[src/rtl/lock_code_entry.sv]
// Keypad front end of the digital lock: BCD entry, stored code, unlock/fail/lockout decisions.
// Optional lockout (tries counter + LOCKED state) is built when LOCK_CODE_LOCKOUT_EN is defined.
module lock_code_entry #(
  parameter logic [15:0] DEFAULT_CODE   = 16'h1234,
  parameter int unsigned MAX_TRIES      = 3,
  parameter int unsigned LOCKOUT_CYCLES = 1000,
  parameter int unsigned UNLOCK_CYCLES  = 50
) (
  input  logic        clk,
  input  logic        rst,
  input  logic        key_valid,
  input  logic [3:0]  key_code,
  output logic [15:0] entry,
  output logic [2:0]  digit_cnt,
  output logic        unlock,
  output logic        fail,
  output logic        locked,
  output logic        prog_done
);

  localparam int unsigned TIMER_MAX = (LOCKOUT_CYCLES > UNLOCK_CYCLES) ? LOCKOUT_CYCLES
                                                                       : UNLOCK_CYCLES;
  localparam int unsigned TW        = $clog2(TIMER_MAX + 1);
  localparam int unsigned CW        = 3;
  localparam logic [3:0]  KEY_ENTER = 4'hA;
  localparam logic [3:0]  KEY_CLEAR = 4'hB;
  localparam logic [3:0]  KEY_PROG  = 4'hC;

  // Parameter legality is checked at elaboration.
  if (MAX_TRIES == 0 || MAX_TRIES > 7) begin : g_bad_max_tries
    $error("lock_code_entry: MAX_TRIES must be 1..7");
  end
  if (UNLOCK_CYCLES == 0 || LOCKOUT_CYCLES == 0) begin : g_bad_cycles
    $error("lock_code_entry: UNLOCK_CYCLES and LOCKOUT_CYCLES must be >= 1");
  end

  typedef enum logic [2:0] {
    S_IDLE   = 3'd0,
    S_ENTRY  = 3'd1,
    S_CHECK  = 3'd2,
    S_FAIL   = 3'd3,
    S_OPEN   = 3'd4,
    S_PROG   = 3'd5,
    S_LOCKED = 3'd6
  } state_t;

  state_t          state, state_n;
  logic [15:0]     entry_n;
  logic [CW-1:0]   cnt_n;
  logic [TW-1:0]   timer, timer_n;
  logic [15:0]     stored, stored_n;
  logic            match_q;
  logic            fail_n, prog_done_n;

  logic is_digit, is_enter, is_clear, is_prog, can_shift;

`ifdef LOCK_CODE_LOCKOUT_EN
  logic [2:0] tries, tries_n;
`endif

  assign is_digit  = key_valid && (key_code <= 4'd9);
  assign is_enter  = key_valid && (key_code == KEY_ENTER);
  assign is_clear  = key_valid && (key_code == KEY_CLEAR);
  assign is_prog   = key_valid && (key_code == KEY_PROG);
  assign can_shift = is_digit && (digit_cnt < CW'(4));

  // Registered equality compare; entry is stable from the ENTER edge onward, so CHECK sees it.
  always_ff @(posedge clk) begin
    if (rst) begin
      match_q <= 1'b0;
    end else begin
      match_q <= (digit_cnt == CW'(4)) && (entry == stored);
    end
  end

  always_ff @(posedge clk) begin
    if (rst) begin
      state     <= S_IDLE;
      entry     <= 16'h0000;
      digit_cnt <= '0;
      timer     <= '0;
      stored    <= DEFAULT_CODE;
      fail      <= 1'b0;
      prog_done <= 1'b0;
      unlock    <= 1'b0;
    end else begin
      state     <= state_n;
      entry     <= entry_n;
      digit_cnt <= cnt_n;
      timer     <= timer_n;
      stored    <= stored_n;
      fail      <= fail_n;
      prog_done <= prog_done_n;
      unlock    <= (state_n == S_OPEN) || (state_n == S_PROG);
    end
  end

`ifdef LOCK_CODE_LOCKOUT_EN
  always_ff @(posedge clk) begin
    if (rst) begin
      tries  <= '0;
      locked <= 1'b0;
    end else begin
      tries  <= tries_n;
      locked <= (state_n == S_LOCKED);
    end
  end
`else
  assign locked = 1'b0;
`endif

  always_comb begin
    state_n     = state;
    entry_n     = entry;
    cnt_n       = digit_cnt;
    timer_n     = timer;
    stored_n    = stored;
    fail_n      = 1'b0;
    prog_done_n = 1'b0;
`ifdef LOCK_CODE_LOCKOUT_EN
    tries_n     = tries;
`endif

    case (state)
      S_IDLE: begin
        if (is_digit) begin
          entry_n = {12'h000, key_code};
          cnt_n   = CW'(1);
          state_n = S_ENTRY;
        end
      end

      S_ENTRY: begin
        if (is_enter) begin
          state_n = S_CHECK;
        end else if (is_clear) begin
          entry_n = 16'h0000;
          cnt_n   = '0;
          state_n = S_IDLE;
        end else if (can_shift) begin
          entry_n = {entry[11:0], key_code};
          cnt_n   = digit_cnt + CW'(1);
        end
      end

      S_CHECK: begin
        entry_n = 16'h0000;
        cnt_n   = '0;
        if (match_q) begin
          state_n = S_OPEN;
          timer_n = '0;
`ifdef LOCK_CODE_LOCKOUT_EN
          tries_n = '0;
`endif
        end else begin
          state_n = S_FAIL;
          fail_n  = 1'b1;
`ifdef LOCK_CODE_LOCKOUT_EN
          tries_n = tries + 3'd1;
`endif
        end
      end

      S_FAIL: begin
        state_n = S_IDLE;
`ifdef LOCK_CODE_LOCKOUT_EN
        if (tries >= 3'(MAX_TRIES)) begin
          state_n = S_LOCKED;
          timer_n = '0;
        end
`endif
      end

      // Keys take priority over the timeout; PROG freezes the timer.
      S_OPEN: begin
        if (is_clear) begin
          entry_n = 16'h0000;
          cnt_n   = '0;
          state_n = S_IDLE;
        end else if (is_prog) begin
          state_n = S_PROG;
        end else if (timer == TW'(UNLOCK_CYCLES - 1)) begin
          state_n = S_IDLE;
        end else begin
          timer_n = timer + TW'(1);
        end
      end

      S_PROG: begin
        if (is_enter) begin
          entry_n = 16'h0000;
          cnt_n   = '0;
          if (digit_cnt == CW'(4)) begin
            stored_n    = entry;
            prog_done_n = 1'b1;
            state_n     = S_IDLE;
          end else begin
            fail_n  = 1'b1;
            timer_n = '0;
            state_n = S_OPEN;
          end
        end else if (is_clear) begin
          entry_n = 16'h0000;
          cnt_n   = '0;
          state_n = S_OPEN;
        end else if (can_shift) begin
          entry_n = {entry[11:0], key_code};
          cnt_n   = digit_cnt + CW'(1);
        end
      end

`ifdef LOCK_CODE_LOCKOUT_EN
      S_LOCKED: begin
        if (timer == TW'(LOCKOUT_CYCLES - 1)) begin
          state_n = S_IDLE;
          tries_n = '0;
        end else begin
          timer_n = timer + TW'(1);
        end
      end
`endif

      default: begin
        state_n = S_IDLE;
        entry_n = 16'h0000;
        cnt_n   = '0;
      end
    endcase
  end

endmodule

[config.mk]
export PLATFORM = sky130hd
export DESIGN_NAME = lock_code_entry
export DESIGN_NICKNAME = d
export VERILOG_FILES = /design/src/rtl/lock_code_entry.sv
export SDC_FILE = /design/constraint.sdc
export NUM_CORES = 1
export LEC_CHECK = 0
export CORE_ASPECT_RATIO = 1.25
export CORE_MARGIN = 2
export CORE_UTILIZATION = 30
export CTS_CLUSTER_DIAMETER = 30
export DETAILED_ROUTE_END_ITERATION = 12
export DONT_BUFFER_PORTS = 1
export PLACE_DENSITY_LB_ADDON = 0.1
export SYNTH_ARGS = -nofsm -noshare
export SYNTH_HDL_FRONTEND = slang
export SYNTH_SLANG_ARGS = --single-unit
[constraint.sdc]
create_clock -name clk -period 5.15 [get_ports clk]
set_input_delay 1.03 -clock clk [delete_from_list [all_inputs] [get_ports clk]]
set_output_delay 1.03 -clock clk [all_outputs]
set_load 0.01 [all_outputs]
Word level (Yosys, flattened, before mapping)
Index checks and enable logic that the tools add are counted.
{ "word_totals": {"ram_bits": 0, "rom_bits": 0, "latchBits": 0, "elab_cells": 88, "ff_bits": 52, "mem_count": 0} }
{ "op_classes": {"n_bitwise": 3, "mux": 37, "multipliers": 0, "eq_ne": 22, "n_shift": 0, "div_mod_pow": 0, "addsub": 2, "n_reduce_logical": 13, "n_lt_le_gt_ge": 2} }
{ "op_table": {"columns": ["op", "count"], "rows": [
  ["16-bit two-way mux", 6],
  ["16-bit case mux with 5 select lines", 1],
  ["10-bit two-way mux", 6],
  ["3-bit two-way mux", 16],
  ["10-bit case mux with 3 select lines", 1],
  ["3-bit case mux with 5 select lines", 2],
  ["2-bit inequality test (second input constant)", 9],
  ["16-bit == test", 1],
  ["3-bit == test (second input constant)", 5],
  ["4-bit == test (second input constant)", 3],
  ["10-bit by 1-bit adder with 10-bit output (second input constant)", 1],
  ["10-bit by 6-bit == test with 1-bit output (second input constant)", 1],
  ["7-bit AND reduction", 1],
  ["3-bit by 2-bit == test with 1-bit output (second input constant)", 2],
  ["1-bit logical AND", 6],
  ["4-bit less-or-equal comparator (second input constant)", 1],
  ["1-bit two-way mux", 4],
  ["4-bit AND reduction", 1],
  ["3-bit by 1-bit adder with 3-bit output (second input constant)", 1],
  ["3-bit by 1-bit == test with 1-bit output (second input constant)", 1],
  ["3-bit zero test", 1],
  ["3-bit less-than comparator (second input constant)", 1],
  ["1-bit inverter", 3],
  ["3-bit AND reduction", 1],
  ["other kinds (4)", 4]
]} }

Logic depth before layout (Yosys ltp)
Gate-level depths: netlist of run 1.
{ "logic_depth": {"depth_word": 7, "ltp_mapped": 9, "depth_no_buf": 7} }

Least setup slack after synthesis of run 1
Ideal clock, no wire load.
{ "synth_path": {"path_type": "input to register", "start": "in key_valid", "end": "reg digit_cnt[0]", "setup_ns": 0.092, "arrival_time_ns": 2.420, "n_path_buf": 1, "required_ns": 5.058, "setup_slack_ns": 2.637, "path_stages": 6, "cell_sequence": "buf_2 and4b_1 a211oi_1 a21o_1 or4_1 o32ai_1"} }
{ "synth_between": {"elab_chain_cells": 6} }
{ "synth_rtl": {"columns": ["item", "line_no", "rtl"], "rows": [
  ["start: declaration", "11", "input logic key_valid,"],
  ["1-bit logical AND", "61", "assign is_digit = key_valid && (key_code <= 4'd9);"],
  ["1-bit logical AND", "65", "assign can_shift = is_digit && (digit_cnt < CW'(4));"],
  ["3-bit two-way mux", null, null],
  ["3-bit two-way mux", "136", "end else if (is_clear) begin"],
  ["3-bit two-way mux (on tied branches)", "190, 134", null],
  ["3-bit case mux with 5 select lines", "124", "case (state)"],
  ["end signal: assignment", "89", "digit_cnt <= cnt_n;"],
  ["end: declaration", "14", "output logic [2:0] digit_cnt,"]
]} }
Several ways; a longest one is shown, not always the timed one. The select of a mux whose other input is x is not followed.
A chain may end at the register's enable or synchronous reset.

Worst setup path after layout of run 1
{ "layout_path": {"start": "reg state[2]", "end": "reg digit_cnt[0]"} }
{ "layout_between": {"elab_chain_cells": 3} }
{ "layout_rtl": {"columns": ["item", "line_no", "rtl"], "rows": [
  ["start: declaration", "47", "state_t state, state_n;"],
  ["start signal: assignment", "87", "state <= state_n;"],
  ["3-bit == test, or another cell as far along", "124", null],
  ["2-bit inequality test (no source line) or 1-bit inverter (tied branches)", null, null],
  ["4-bit AND reduction (no source line)", null, null]
]} }
Several ways; a longest one is shown, not always the timed one.

==> results.toml, run 1 <==
[power]
ir_drop_mv = 0.122
power.leakage_nw = 0.962
power.density_mw_per_mm2 = 277

[global_routing]
grt_first_pass_wirelength_um = 11100
grt_pass1_vias = 2085
grt_antenna_before_repair = 0
overflow = 0
grt_max_degree = 56
grt_use_total_pct = 14.9

[timing]
hold_viol_final = 0
setup_violations = 0
final.setup.tns_ns = 0
maxSlewViolCount = 0
whs_ns = 0.468
fmax_ghz = 0.367
min_period_ns = 2.72
finClkSkew_ns = 0.0124
fin_ws_ns = 2.43
period_share_pct = 52.9
maxSlewHeadroom_pct = 35.1
rsz0062_at_grt = "no"
worst-slew-pin-transition_ns = 0.970

[worst_hold_path]
min_delay_path_depth = 2
hold_path.class = "reg2reg"
min_to = "stored[15]"
worstHoldStart = "stored[15]"

[floorplan]
die_area_sq_mm = 0.00948
die_w_um = 87.5
rows = 38
start_util_pct = 30.5
core_region_area_sq_mm = 0.00856
io_pins = 30
die_h_um = 108

[clock_tree]
cts_resized = 0
numCtsBuffers = 5
cts_hold_buf = 0
cts_tree = "done"
cts_max_level = 2
clk_latency_ns = 0.32
cts_root_buf = "clkbuf_8"
cts.clk_slew.worst_paths_ns = 0.10
cts.sinks = 52
post_cts_buffers = 0
clock_path_buffers = 2

[drt]
wl_um = 6860
dr.pass1.iters = 4
drcViolationCount = 0
antenna_left = 0
num_vias = 2241
drt_iter0_drc = 94
via_per_inst = 5.53
wl_per_cell_um = 16.9

[flow_run]
maxCapViolations = 0

[setup_path]
cp_max_fo = 19
critPathTopFamily = "compound AO/OA/AOI/OAI gates"
rrSetupSlack_ns = 2.43
reg2reg_to = "digit_cnt[0]"
end_kind = "flop"
crit_buf_inv = 0
worstRegToRegCells = 5
critPathKind = "reg2reg"
cp_slowest_cell = "dfxtp_1"
r2r_start = "state[2]"
max_stage_delay_ns = 0.68
cp.arrival_ns = 2.92
cp_cell_sequence = "or3b_1, o221ai_1, a21o_1, or4_1, o32ai_1"
required_ns = 5.35
worst_setup_path_start_kind = "flop"

[synthesis]
syn_inst = 319
synth_ff_type = "dfxtp_1"
synth_seq_cells = 52
yosysSeqAreaShare_pct = 39.8
yosysWarnings = 0
syn_nets = 330
yosysUniqueCellTypes = 52
netlist_area_sq_mm = 0.00261
synth-edff-count = 0
syn_area_per_cell_sq_um = 8.19
async_reset_ff_share_pct = 0

[placed_design]
place.gp.congestion = 0.789
pre_cts_ws_ns = 2.23
io_buffers = 0
place_area_sq_mm = 0.00265
dp_hpwl_um = 4650

[final_layout]
fin_util_pct = 32.3
area_delta_synth_final_pct = 5.89
antenna_cells = 0
fin_nets = 315
finish.instance_area_sq_mm = 0.00277
drive_gt1_share_pct = 4.92

[outcome]
status = "completed"
==> power by group <==
group          total (mW)  leakage (nW)  switching [mW]  internal, mW
Sequential          0.419         0.420          0.0121         0.407
Clock               0.307        0.0607           0.157         0.150
Combinational      0.0417         0.481          0.0261        0.0155
Total               0.768         0.962           0.195         0.573
==> per-stage QoR <==
step,cells,power (mW)
final,405,0.768
after global routing,405,0.798
after CTS,405,0.782
after detailed placement,397,0.470
after global placement,397,0.471
after floorplan,319,0.466
==> cell usage in the layout, fill, tap and decap left out, types with 2 or more instances in the layout <==
master    netlist  final
o22ai_1         2      2
a31oi_1         4      4
clkbuf_8        0      5
nor2b_1         4      4
nand3_1         6      6
nor2_1         11     11
a211oi_1        2      2
buf_4           1      2
inv_1           4      4
nor4_1          4      4
or4_1           4      4
o21ai_0         3      3
and3_1          3      3
xor2_1         16     16
nand4b_1        2      2
nand3b_1       15     15
dfxtp_1        52     52
a22oi_1         5      5
or3b_1          3      3
nand2b_1        2      2
a41oi_1         4      4
nor3_1          4      4
nand2_1        50     50
or3_1           3      3
o211ai_1        3      3
o21ai_1        22     22
nand4_1         4      4
a21oi_1        36     36
a221oi_1        2      2
ha_1            4      4
==> cells in the mapped netlist, types with 2 or more instances <==
library cell / instances / area, sq um
or4_1: 4 / 30.0
o211ai_1: 3 / 22.5
inv_1: 4 / 15.0
buf_2: 9 / 45.0
a31oi_1: 4 / 25.0
nand2b_1: 2 / 12.5
o22ai_1: 2 / 12.5
a211oi_1: 2 / 15.0
dfxtp_1: 52 / 1040
nand3b_1: 15 / 113
nor2_1: 11 / 41.3
xor2_1: 16 / 140
nand2_1: 50 / 188
o21ai_1: 22 / 110
nand4_1: 4 / 25.0
or3b_1: 3 / 26.3
nor4_1: 4 / 25.0
a22oi_1: 5 / 37.5
o21ai_0: 3 / 15.0
and3_1: 3 / 18.8
nand4b_1: 2 / 17.5
a21oi_1: 36 / 180
or3_1: 3 / 18.8
nand3_1: 6 / 30.0
clkbuf_1: 14 / 52.6
nor3_1: 4 / 20.0
nor2b_1: 4 / 25.0
a221oi_1: 2 / 17.5
ha_1: 4 / 50.1
a41oi_1: 4 / 35.0
==> logic make-up after synthesis <==
| group | synth area share, % |
|---|---|
| compound gates | 22.8 |
| simple gates | 25.0 |
| fa+ha+maj | 1.91 |
| xor+xnor | 5.70 |
| flops | 39.8 |
| buf+inv | 4.60 |
| other cells | 0.143 |
==> worst max path at each step <==
stage | from | end | slack [ns] | cells after the start
detailed placement | key_code[1] | timer[6] | 2.23 | 5
global placement | key_code[1] | timer[6] | 2.24 | 5
global route | state[2] | digit_cnt[0] | 2.19 | 5
floorplan | key_valid | digit_cnt[0] | 2.64 | 6
CTS | state[2] | digit_cnt[0] | 2.43 | 5
finish | state[2] | digit_cnt[0] | 2.43 | 5
==> worst reg2reg max path, delay by kind of cell (launching register included) <==
| kind | cells | cell delay [ns] |
|---|---|---|
| flops | 1 | 0.68 |
| compound gates | 3 | 1.00 |
| simple gates | 2 | 0.93 |
==> layout make-up <==
| class | count | area (sq um) |
|---|---|---|
| timing repair buffer | 2 | 15.0 |
| clock inverter | 3 | 50.0 |
| inverter | 4 | 15.0 |
| sequential | 52 | 1040 |
| multi-input combinational | 239 | 1450 |
| clock buffer | 5 | 68.8 |
| fill | 941 | 5790 |
| tap | 100 | 125 |
==> flip-flops by register name, indices dropped and copies added, names as in the netlist <==
register   cells
prog_done      1
fail           1
unlock         1
state          3
stored        16
match_q        1
entry         16
timer         10
digit_cnt      3
==> routing by layer <==
metal	vias up	wire length (um)	GRT usage, %
met3	7	290	3.59
met1	1073	3010	18.2
met2	42	3470	25.9
met4	0	83	3.52
li1	1119	-	-
met5	-	0	0
No activity file was read; power rests on OpenSTA's default activity.
==> run 2: changes to the inputs <==
==> constraint.sdc (replaced) <==
create_clock -name clk -period 2.4 [get_ports clk]
set_input_delay 0.48 -clock clk [delete_from_list [all_inputs] [get_ports clk]]
set_output_delay 0.48 -clock clk [all_outputs]
set_load 0.01 [all_outputs]
==> results.toml, run 2 (synthesis results as in run 1) <==
[setup_path]
cp.arrival_ns = 2.26
worstRegToRegCells = 5
max_stage_delay_ns = 0.65
rrSetupSlack_ns = 0.32
end_kind = "flop"
crit_cells = 5
cp-endpoint = "unlock"
crit_start = "timer[7]"
reg2reg_to = "unlock"
cp_max_fo = 6
r2r_start = "timer[7]"
cp_slowest_cell = "or4_1"
worst_setup_path_start_kind = "flop"
critPathTopFamily = "simple AND/OR/NAND/NOR gates"
required_ns = 2.58
crit_path_frequent_cell = "or4_1"
cp_cell_sequence = "or4_1, or4_1, a31oi_1, a211o_1, a221oi_1"
crit_buf_inv = 0
critPathKind = "reg2reg"

[drt]
dr.pass1.iters = 4
num_vias = 2264
wl_per_cell_um = 16.8
drt_iter0_drc = 89
drcViolationCount = 0
antenna_left = 0
via_per_inst = 5.43
wl_um = 6990

[timing]
rsz0062_at_grt = "no"
finClkSkew_ns = 0.0142
period_share_pct = 86.6
maxSlewViolCount = 0
hold_viol_final = 0
final.setup.tns_ns = 0
fmax_ghz = 0.481
setup_violations = 0
min_period_ns = 2.08

[floorplan]
rows = 38
die_h_um = 108
die_area_sq_mm = 0.00948
io_pins = 30
die_w_um = 87.5
start_util_pct = 30.5
core_region_area_sq_mm = 0.00856

[global_routing]
grt_antenna_before_repair = 0
grt_use_total_pct = 15.3
grt_max_degree = 56
grt_pass1_vias = 2150
overflow = 0
grt_first_pass_wirelength_um = 11300

[placed_design]
place_area_sq_mm = 0.00274
dp_hpwl_um = 4850
place.gp.congestion = 0.758
io_buffers = 0

[final_layout]
finish.instance_area_sq_mm = 0.00286
multiInputGateArea_sq_mm = 0.00145
final_common_cell = "dfxtp_1"
top_regs = "entry x16, stored x16, timer x10"
fin_nets = 327
fillers = 938
final_cell_mix = "52 x dfxtp_1, 50 x nand2_1, 36 x a21oi_1"
drive_gt1_share_pct = 8.52
regArea_sq_mm = 0.00104
area_delta_synth_final_pct = 9.43
antenna_cells = 0

[power]
power.density_mw_per_mm2 = 578
power.leakage_nw = 1.02
ir_drop_mv = 0.278

[clock_tree]
numCtsBuffers = 5
clk_latency_ns = 0.31
cts_root_buf = "clkbuf_8"
cts.sinks = 52
clock_path_buffers = 2
cts.clk_slew.worst_paths_ns = 0.09
cts_resized = 0
cts_max_level = 2
post_cts_buffers = 0
cts_tree = "done"
cts_hold_buf = 0

[flow_run]
maxCapViolations = 0

[outcome]
status = "completed"

[worst_hold_path]
hold_path.class = "in2reg"
run 2: cell types whose count changed in the layout (fill, tap and decap cells not counted):
cell,before,now
buf_4,2,14
clkbuf_8,5,6
clkinv_4,0,1
inv_6,1,0
inv_8,1,0
run 2: worst min path at each step:
stage | start | endpoint | slack (ns) | depth (start not counted)
floorplan | stored[0] | stored[0] | 0.45 | 2
global placement | stored[0] | stored[0] | 0.45 | 2
detailed placement | stored[11] | stored[11] | 0.45 | 2
CTS | rst | stored[1] | 0.22 | 1
global route | rst | stored[10] | 0.22 | 1
finish | rst | timer[3] | 0.23 | 1
run 2: routing by layer:
layer | vias up | GRT usage (%) | part of all wire (%)
li1 | 1134 | - | -
met1 | 1070 | 18.0 | 43
met2 | 48 | 26.6 | 50
met3 | 12 | 3.82 | 4.5
met4 | 0 | 5.38 | 2.0
met5 | - | 0 | 0
run 2: final cells by class:
class | count | area share (%)
inverter | 4 | 0.525
clock inverter | 2 | 1.36
clock buffer | 6 | 2.89
timing repair buffer | 14 | 3.67
multi-input combinational | 239 | 50.8
tap | 100 | 4.37
sequential | 52 | 36.4
run 2: where the power goes:
group | leakage (nW) | total, mW | switching (mW) | internal [mW]
clock network | 0.0614 | 0.652 | 0.310 | 0.342
logic | 0.541 | 0.110 | 0.0661 | 0.0436
registers | 0.420 | 0.891 | 0.0181 | 0.873
total | 1.02 | 1.65 | 0.394 | 1.26
run 2: stage by stage:
step | total power [mW] | utilization, % | cells | hold WS (ns) | setup WS (ns)
4_1_cts | 1.68 | 33.4 | 417 | 0.216 | 0.311
3_3_place_gp | 1.02 | 32.0 | 409 | 0.448 | 0.365
3_5_place_dp | 1.02 | 32.0 | 409 | 0.452 | 0.328
6_report | 1.65 | 33.4 | 417 | 0.231 | 0.323
2_1_floorplan | 1.00 | - | 319 | 0.448 | 0.437
5_1_grt | 1.72 | 33.4 | 417 | 0.218 | 0.203
run 2: worst register-to-register path, cell delays in order, from the launching register on:
cell      delay, ns
dfxtp_1        0.36
or4_1          0.53
or4_1          0.65
a31oi_1        0.21
a211o_1        0.14
a221oi_1       0.07
==> run 3: changes to the inputs <==
--- a/config.mk
+++ b/config.mk
@@ -5,12 +5,12 @@
 export SDC_FILE = /design/constraint.sdc
 export NUM_CORES = 1
 export LEC_CHECK = 0
+export BUFFER_PORTS_ARGS = -buffer_cell sky130_fd_sc_hd__buf_2
 export CORE_ASPECT_RATIO = 1.25
 export CORE_MARGIN = 2
 export CORE_UTILIZATION = 30
 export CTS_CLUSTER_DIAMETER = 30
 export DETAILED_ROUTE_END_ITERATION = 12
-export DONT_BUFFER_PORTS = 1
 export PLACE_DENSITY_LB_ADDON = 0.1
 export SYNTH_ARGS = -nofsm -noshare
 export SYNTH_HDL_FRONTEND = slang
==> results.toml, run 3 (synthesis results as in run 1) <==
[timing]
finClkSkew_ns = 0.0152
final.setup.tns_ns = 0
maxSlewViolCount = 0
period_share_pct = 87.2
hold_viol_final = 0
min_period_ns = 2.09
setup_violations = 0
rsz0062_at_grt = "no"
fmax_ghz = 0.478

[placed_design]
io_buffers = 28
dp_hpwl_um = 4890
place_area_sq_mm = 0.00289
place.gp.congestion = 0.775

[outcome]
status = "completed"

[drt]
wl_per_cell_um = 15.6
dr.pass1.iters = 4
antenna_left = 0
drcViolationCount = 0
drt_iter0_drc = 110
wl_um = 6970
via_per_inst = 5.30
num_vias = 2369

[clock_tree]
clock_path_buffers = 2
cts_tree = "done"
cts_resized = 0
cts.clk_slew.worst_paths_ns = 0.10
numCtsBuffers = 5
cts_root_buf = "clkbuf_8"
cts.sinks = 52
clk_latency_ns = 0.31
cts_hold_buf = 0
post_cts_buffers = 0
cts_max_level = 2

[floorplan]
die_w_um = 87.5
rows = 38
core_region_area_sq_mm = 0.00856
start_util_pct = 30.5
die_h_um = 108
die_area_sq_mm = 0.00948
io_pins = 30

[final_layout]
area_delta_synth_final_pct = 15.4
final_cell_mix = "52 x dfxtp_1, 50 x nand2_1, 36 x a21oi_1"
drive_gt1_share_pct = 16.4
finish.instance_area_sq_mm = 0.00302
antenna_cells = 0
fin_nets = 357
final_common_cell = "dfxtp_1"
top_regs = "entry x16, stored x16, timer x10"

[power]
ir_drop_mv = 0.236
power.leakage_nw = 1.18
power.density_mw_per_mm2 = 556

[global_routing]
grt_max_degree = 34
grt_use_total_pct = 15.4
grt_first_pass_wirelength_um = 11500
overflow = 0
grt_antenna_before_repair = 0
grt_pass1_vias = 2308

[setup_path]
end_kind = "flop"
worst_setup_path_start_kind = "flop"
required_ns = 2.57
cp.arrival_ns = 2.26
cp_max_fo = 6
critPathKind = "reg2reg"

[worst_hold_path]
hold_path.class = "reg2reg"

[flow_run]
maxCapViolations = 0
==> run 3: cell types whose count changed in the layout (fill, tap and decap cells not counted) <==
cell   change
buf_2     +28
buf_4      +2
==> run 3: worst paths after layout <==
check | to | start | slack, ns | depth (start not counted)
setup / recovery | unlock | timer[7] | 0.31 | 5
hold / removal | stored[14] | stored[14] | 0.47 | 2
setup reg to reg | unlock | timer[7] | 0.31 | 5
hold reg to reg | stored[14] | stored[14] | 0.47 | 2
==> run 3: routing by layer <==
layer,GRT usage [%],routed length [um]
met5,0,0
met4,4.51,57
met3,2.29,197
met2,26.5,3470
met1,19.9,3240
==> run 3: metrics by stage <==
step / hold WS, ns / setup WS, ns / std cells / power [mW] / util (%)
global placement: 0.454 / 0.336 / 439 / 1.06 / 33.8
global route: 0.495 / 0.178 / 447 / 1.74 / 35.2
detailed placement: 0.459 / 0.298 / 439 / 1.06 / 33.8
finish: 0.473 / 0.307 / 447 / 1.68 / 35.2
CTS: 0.475 / 0.308 / 447 / 1.71 / 35.2
floorplan: 0.448 / 0.437 / 319 / 1.00 / -
==> run 3: critical path: stages, from the launching register on <==
cell and delay, ns:
dfxtp_1 0.35, or4_1 0.55, or4_1 0.64, a31oi_1 0.20, a211o_1 0.14, a221oi_1 0.07
==> run 3: area by class of cell <==
class	count	area, sq um
clock buffers	6	82.6
clock inverters	2	38.8
fillers	939	5540
inverters	4	15.0
multi-input cells	239	1450
flip-flops and latches	52	1040
well taps	100	125
repair buffers	44	260
==> run 3: report_power, final <==
group	internal [mW]	switching, mW
Combinational	0.0528	0.0926
Clock	0.341	0.299
Sequential	0.873	0.0175
